## src/rtl/fm_write_ctrl.sv

```systemverilog
// Output feature-map write controller: valid/ready beats in, FM buffer writes out.
// Optional build macro FM_WRITE_RELU_EN clamps negative elements to zero on write.
module fm_write_ctrl #(
  parameter int FEATURE_ROWS   = 6,
  parameter int WEIGHT_COLS    = 3,
  parameter int DOT_PROD_WIDTH = 16,
  parameter int ADDRESS_WIDTH  = 13,
  parameter int FM_BASE_ADDR   = 0,
  parameter int COUNTER_ROW_WIDTH =
    (FEATURE_ROWS > 1) ? $clog2(FEATURE_ROWS) : 1,
  parameter int COUNTER_COL_WIDTH =
    (WEIGHT_COLS > 1) ? $clog2(WEIGHT_COLS) : 1
) (
  input  logic                         clk,
  input  logic                         reset,
  input  logic                         start,
  input  logic                         in_valid,
  output logic                         in_ready,
  input  logic [DOT_PROD_WIDTH-1:0]    in_data,
  output logic                         wr_en,
  output logic [ADDRESS_WIDTH-1:0]     wr_address,
  output logic [DOT_PROD_WIDTH-1:0]    wr_data,
  output logic [COUNTER_ROW_WIDTH-1:0] write_row,
  output logic [COUNTER_COL_WIDTH-1:0] write_col,
  output logic                         done
);

  localparam int RW = COUNTER_ROW_WIDTH;
  localparam int CW = COUNTER_COL_WIDTH;
  localparam int AW = ADDRESS_WIDTH;
  localparam int DW = DOT_PROD_WIDTH;

  localparam logic [RW-1:0] ROW_LAST = RW'(FEATURE_ROWS - 1);
  localparam logic [CW-1:0] COL_LAST = CW'(WEIGHT_COLS - 1);
  localparam logic [AW-1:0] BASE     = AW'(FM_BASE_ADDR);

  typedef enum logic [1:0] {
    S_IDLE,
    S_WRITE,
    S_DONE
  } state_e;

  state_e        state_q, state_d;
  logic [RW-1:0] row_q, row_d;
  logic [CW-1:0] col_q, col_d;
  logic [AW-1:0] addr_q, addr_d;

  logic          wr_en_q, wr_en_d;
  logic [AW-1:0] wr_addr_q, wr_addr_d;
  logic [DW-1:0] wr_data_q, wr_data_d;
  logic [RW-1:0] wr_row_q, wr_row_d;
  logic [CW-1:0] wr_col_q, wr_col_d;

  logic [DW-1:0] elem;

`ifdef FM_WRITE_RELU_EN
  assign elem = in_data[DW-1] ? '0 : in_data;
`else
  assign elem = in_data;
`endif

  assign in_ready   = (state_q == S_WRITE);
  assign done       = (state_q == S_DONE);
  assign wr_en      = wr_en_q;
  assign wr_address = wr_addr_q;
  assign wr_data    = wr_data_q;
  assign write_row  = wr_row_q;
  assign write_col  = wr_col_q;

  always_comb begin
    state_d   = state_q;
    row_d     = row_q;
    col_d     = col_q;
    addr_d    = addr_q;
    wr_en_d   = 1'b0;
    wr_addr_d = wr_addr_q;
    wr_data_d = wr_data_q;
    wr_row_d  = wr_row_q;
    wr_col_d  = wr_col_q;
    unique case (state_q)
      S_IDLE, S_DONE: begin
        if (start) begin
          state_d = S_WRITE;
          row_d   = '0;
          col_d   = '0;
          addr_d  = BASE;
        end
      end
      S_WRITE: begin
        if (in_valid) begin
          wr_en_d   = 1'b1;
          wr_addr_d = addr_q;
          wr_data_d = elem;
          wr_row_d  = row_q;
          wr_col_d  = col_q;
          addr_d    = addr_q + AW'(1);
          if (col_q == COL_LAST) begin
            col_d = '0;
            if (row_q == ROW_LAST) begin
              // last element: counters and address rewind for the next pass
              row_d   = '0;
              addr_d  = BASE;
              state_d = S_DONE;
            end else begin
              row_d = row_q + RW'(1);
            end
          end else begin
            col_d = col_q + CW'(1);
          end
        end
      end
      default: state_d = S_IDLE;
    endcase
  end

  always_ff @(posedge clk) begin
    if (reset) begin
      state_q   <= S_IDLE;
      row_q     <= '0;
      col_q     <= '0;
      addr_q    <= BASE;
      wr_en_q   <= 1'b0;
      wr_addr_q <= '0;
      wr_data_q <= '0;
      wr_row_q  <= '0;
      wr_col_q  <= '0;
    end else begin
      state_q   <= state_d;
      row_q     <= row_d;
      col_q     <= col_d;
      addr_q    <= addr_d;
      wr_en_q   <= wr_en_d;
      wr_addr_q <= wr_addr_d;
      wr_data_q <= wr_data_d;
      wr_row_q  <= wr_row_d;
      wr_col_q  <= wr_col_d;
    end
  end

endmodule
```

## config.mk

```make
export PLATFORM = sky130hd
export DESIGN_NAME = fm_write_ctrl
export DESIGN_NICKNAME = d
export VERILOG_FILES = /design/src/rtl/fm_write_ctrl.sv
export SDC_FILE = /design/constraint.sdc
export NUM_CORES = 1
export LEC_CHECK = 0
export CAP_MARGIN = 20
export CORE_MARGIN = 3
export CORE_UTILIZATION = 25
export CTS_BUF_LIST = sky130_fd_sc_hd__clkbuf_16
export CTS_CLUSTER_DIAMETER = 150
export DETAILED_ROUTE_END_ITERATION = 8
export HOLD_SLACK_MARGIN = 0.05
export SLEW_MARGIN = 5
export SYNTH_ARGS = -nofsm -noshare
export SYNTH_HDL_FRONTEND = slang
export SYNTH_SLANG_ARGS = --single-unit
```

## constraint.sdc

```tcl
create_clock -name clk -period 3.65 [get_ports clk]
set_input_delay 0.73 -clock clk [delete_from_list [all_inputs] [get_ports clk]]
set_output_delay 0.73 -clock clk [all_outputs]
set_load 0.02 [all_outputs]
```

== Yosys cells after proc, flatten, opt, wreduce, memory -nomap -nowiden ==
Cells that the tools add are included.
W data, S select, Z words.

* Multiplexer cells: 20
* Equal/unequal tests: 8
* Bitwise gates (word level): 1
* Add/subtract/negate cells: 3
* Reductions and logical operators: 8

{| class="wikitable"
|+ Operator list
! operator !! count
|-
| $mux W13 || 4
|-
| $pmux W13 S2 || 1
|-
| $mux W2 || 7
|-
| $add A13 B1 Y13 const B || 1
|-
| $mux W3 || 4
|-
| $pmux W2 S2 || 2
|-
| $reduce_and A4 Y1 || 2
|-
| $pmux W3 S2 || 1
|-
| $eq A2 B2 Y1 const B || 2
|-
| $ne A2 B1 Y1 const B || 2
|-
| $ne A2 B2 Y1 const B || 2
|-
| $reduce_or A2 Y1 || 2
|-
| $add A3 B1 Y3 const B || 1
|-
| $eq A3 B3 Y1 const B || 1
|-
| $reduce_and A3 Y1 || 1
|-
| $add A2 B1 Y2 const B || 1
|-
| $eq A2 B1 Y1 const B || 1
|-
| $logic_not A2 Y1 || 1
|-
| $reduce_and A2 Y1 || 1
|-
| $reduce_bool A2 Y1 || 1
|-
| $mux W1 || 1
|-
| $not A1 Y1 || 1
|}

* Word-level logic and storage cells: 49
* Register bits after elaboration: 55
* Bits of input ports: 20

== Logic depth before layout (Yosys ltp) ==
* Depth in word-level cells: 5
* Gate-level depth with buffers: 6
* Gate-level depth less buffers: 5

== Worst setup path after synthesis ==
Ideal clock, no wire load.

* Path kind: input to register
* Start: in in_valid
* End: reg row_q[1]
* Stages on the path: 4
* Slack: 1.941 ns
* Arrival: 1.629 ns
* Path buffers: 0
* Required time: 3.570 ns
* Cells stage by stage: nand3b_4 > o21a_1 > or4_1 > a211oi_2

* Word-level cells in the longest chain between the ends: 2

{| class="wikitable"
|+ Ends and longest elaborated chain
! element !! RTL line !! text
|-
| start, declared || 17 || <nowiki>input logic in_valid,</nowiki>
|-
| $ne A2 B2 Y1 (no line) || - ||
|-
| $reduce_and A4 Y1 (no line) || - ||
|-
| end signal, assigned || 129 || <nowiki>row_q <= row_d;</nowiki>
|-
| end, declared || 44 || <nowiki>logic [RW-1:0] row_q, row_d;</nowiki>
|}

No other way between the ends.
A chain may end at the register's enable or synchronous reset.

== Worst setup path in the final report ==
Ends and elaborated chain as after synthesis.

==> flow_metrics.py <==
metrics = {
    "run_status": {
        "run_status": "finished clean",
    },
    "die": {
        "io_pins": 57,
        "design.core.area_mm2": 0.00834,
        "die_width_um": 99.4,
        "rows": 33,
        "die_h_um": 99.4,
        "die_area_mm2": 0.00987,
        "initial_utilization_pct": 26.1,
    },
    "drt": {
        "routed_wl_um": 5170,
        "dr.first_iter.drc_count": 49,
        "dr_vias": 1887,
        "highest-signal-layer": "met4",
        "routed_wire_length_on_met2_um": 2230,
        "drtPass1Iterations": 4,
        "route.detailed.drc": 0,
        "postRouteAntennaNets": 0,
        "wl_met3_um": 299,
        "metal1_wirelength_um": 2550,
        "routed_wire_length_per_instance_um": 12.3,
        "via_per_inst": 4.50,
    },
    "setup_path": {
        "worstSetupPathType": "primary input to flop",
        "critical_path.max_fanout": 44,
        "rrSetupSlack_ns": 1.70,
        "startpoint_type": "primary input",
        "worstPathRequired_ns": 3.86,
        "cp-end-kind": "flop",
        "worstPathArrival_ns": 2.67,
        "r2r_start": "state_q[0]$_SDFFE_PP0P_",
        "worst_r2r_endpoint": "row_q[1]$_SDFFE_PP0P_",
        "timing.reg2reg.worst_path_depth": 4,
    },
    "power": {
        "power.net_switching_uw": 283,
        "power.combinational.fraction_pct": 8.4,
        "power-per-cell-area_mw_per_mm2": 424,
        "clkPwrFrac_pct": 42.8,
        "leakage_uw": 0.000996,
        "vdd.ir_drop.worst_mv": 0.207,
        "power_report.internal_total_uw": 981,
        "share_seq_of_total_power_pct": 48.8,
        "sw_frac_of_total_pct": 22.4,
    },
    "cts": {
        "path_clk_slew_ns": 0.07,
        "holdBufCountCts": 0,
        "post_cts_resized": 0,
        "cts-root-buf": "clkbuf_16",
        "clkLatencyLatePin_ns": 0.29,
        "tritoncts.num_buffers": 5,
        "tritoncts_clock_tree": "done",
        "clock_sinks": 55,
        "clk_path_buf_depth": 2,
        "post_cts_buffers": 0,
        "ctsHtreeMaxLevel": 2,
    },
    "synthesis": {
        "synth_area_leader_cell": "dfxtp_1",
        "synth.net_count": 285,
        "synth.avg_cell_area_um2": 8.26,
        "synth_most_common_cell": "nand2_1",
        "synth_enable_flop_cells": 0,
        "synthDominantCellAreaShare_pct": 50.5,
        "async_reset_ff_share_pct": 0,
        "syn_area_mm2": 0.00218,
        "yosys_cell_types": 40,
        "postSynthRegisterBits": 55,
        "synth.yosys.seq_area_share_pct": 50.5,
        "synth.top_cells.by_count": "nand2_1, dfxtp_1, a21oi_1, nor2_1, clkbuf_1",
        "post_synth_inst_count": 264,
        "synth-warning-count": 0,
        "synthTopCellsByArea": "dfxtp_1, nand2_1, a21oi_1, nor2_1, xor2_1",
        "ys.flop_type": "dfxtp_1",
    },
    "min_path": {
        "worst_hold_path.num_cells": 2,
        "min_to": "wr_data[14]$_SDFFE_PP0P_",
        "holdCritStartpoint": "wr_data[14]$_SDFFE_PP0P_",
        "worst_hold_path_type": "flop to flop",
    },
    "global_route": {
        "grt_max_degree": 48,
        "grt_pass1_wl_um": 8580,
        "globalRoute.totalOverflow": 0,
        "vias_in_the_first_global_route": 1807,
        "track_usage_pct": 10.7,
        "antenna_found_initial": 0,
    },
    "place": {
        "pre_cts_ws_ns": 0.855,
        "gp_routability_congestion": 0.728,
        "dp.cells": 411,
        "place.port_buffers": 56,
        "hpwlAfterDp_um": 3480,
    },
    "timing": {
        "headroom_to_the_max_slew_limit_pct": 41.7,
        "worst_pin_slew_ns": 0.874,
        "timing.final.max_slew_violations": 0,
        "setup_viol": 0,
        "setup_ws_ns": 1.19,
        "min_period_over_period_pct": 67.4,
        "clock-skew-final_ns": 0.00419,
        "finalWorstPathRequiredPeriod_ns": 2.46,
        "hold_violations": 0,
        "fmaxAchievable_mhz": 407,
        "final.setup.tns_ns": 0,
        "grt_setup_unrepaired": "no",
        "worst_hold_slack_ns": 0.455,
    },
    "final_layout": {
        "stdcell_count": 419,
        "final_core_utilization_pct": 35.8,
        "nNetsFinal": 334,
        "multi_input_area_um2": 998,
        "diodes": 0,
        "area_overhead_vs_synth_pct": 36.9,
        "register_area_mm2": 0.00110,
        "final.fill_count": 877,
        "drive_above_1_share_pct": 5.41,
    },
    "run": {
        "maxCapViolCount": 0,
    },
}
## layout by cell type, fill, tap and decap left out, types with 2 or more instances in the layout
cell type	instances
o211ai_1	3
nand2_1	72
nand4_1	2
inv_1	3
and3_1	2
or4_1	3
a21o_1	2
o2111ai_1	2
nor2b_1	2
a21oi_1	41
o21ai_1	3
a211oi_1	2
nand2b_1	3
dfxtp_1	55
a22oi_1	2
nand3_1	5
clkdlybuf4s50_1	55
buf_4	2
clkbuf_16	5
nor2_1	18
a31oi_1	2
or3_1	2
xor2_1	6
xnor2_1	2
nor3_1	2
## layer usage
metal | global-route usage (%) | vias to the layer above
met5 | 0 | -
met4 | 4.41 | 0
met1 | 13.7 | 848
li1 | - | 987
met2 | 17.2 | 46
met3 | 2.73 | 6
## power by group through the flow
| stage | Clock (µW) | Sequential (µW) | Combinational (µW) |
|---|---|---|---|
| after global placement | 0 | 631 | 106 |
| after floorplan | 0 | 640 | 48.3 |
| after global routing | 586 | 618 | 117 |
| after detailed placement | 0 | 631 | 107 |
| after CTS | 565 | 617 | 108 |
| final | 541 | 617 | 106 |
## through the flow
step | area, µm² | power [µW]
floorplan | 2180 | 688
global placement | 2810 | 737
detailed placement | 2810 | 738
CTS | 2980 | 1290
global route | 2980 | 1320
finish | 2980 | 1260
## how the worst max path moves through the flow
stage / from / endpoint / slack (ns) / cells past startpoint
2_1_floorplan: in_valid / row_q[1]$_SDFFE_PP0P_ / 1.94 / 4
3_3_place_gp: in_valid / row_q[2]$_SDFFE_PP0P_ / 0.90 / 5
3_5_place_dp: in_valid / row_q[1]$_SDFFE_PP0P_ / 0.85 / 5
4_1_cts: in_valid / row_q[1]$_SDFFE_PP0P_ / 1.16 / 5
5_1_grt: in_valid / row_q[2]$_SDFFE_PP0P_ / 1.02 / 5
6_report: in_valid / row_q[1]$_SDFFE_PP0P_ / 1.19 / 5
## worst max-delay path, stage by stage
cell	delay (ns)
clkdlybuf4s50_1	0.54
nand3b_4	0.41
o21a_1	0.37
or4_1	0.43
a211oi_2	0.18
## layout make-up
class	instances	area share, %
Multi-Input combinational cell	190	33.5
Clock buffer	5	4.19
Sequential cell	55	36.9
Inverter	3	0.377
Tap cell	105	4.40
Clock inverter	3	1.55
Timing Repair Buffer	58	19.1
## kinds of logic after synthesis
| family | share of synthesized area (%) |
|---|---|
| AND/OR/NAND/NOR | 24.9 |
| XOR/XNOR | 3.21 |
| buffers and inverters | 3.67 |
| adder cells (fa/ha/maj) | 0.574 |
| AO/OA/AOI/OAI | 16.6 |
| flip-flops | 50.5 |
| multiplexers | 0.459 |
## state kept, by name, indices dropped and copies added, names as in the netlist
name and cells:
write_row 3, col_q 2, wr_en 1, wr_address 13, write_col 2, row_q 3
wr_data 16, addr_q 13, state_q 2
(Power assumes the default switching activity.)
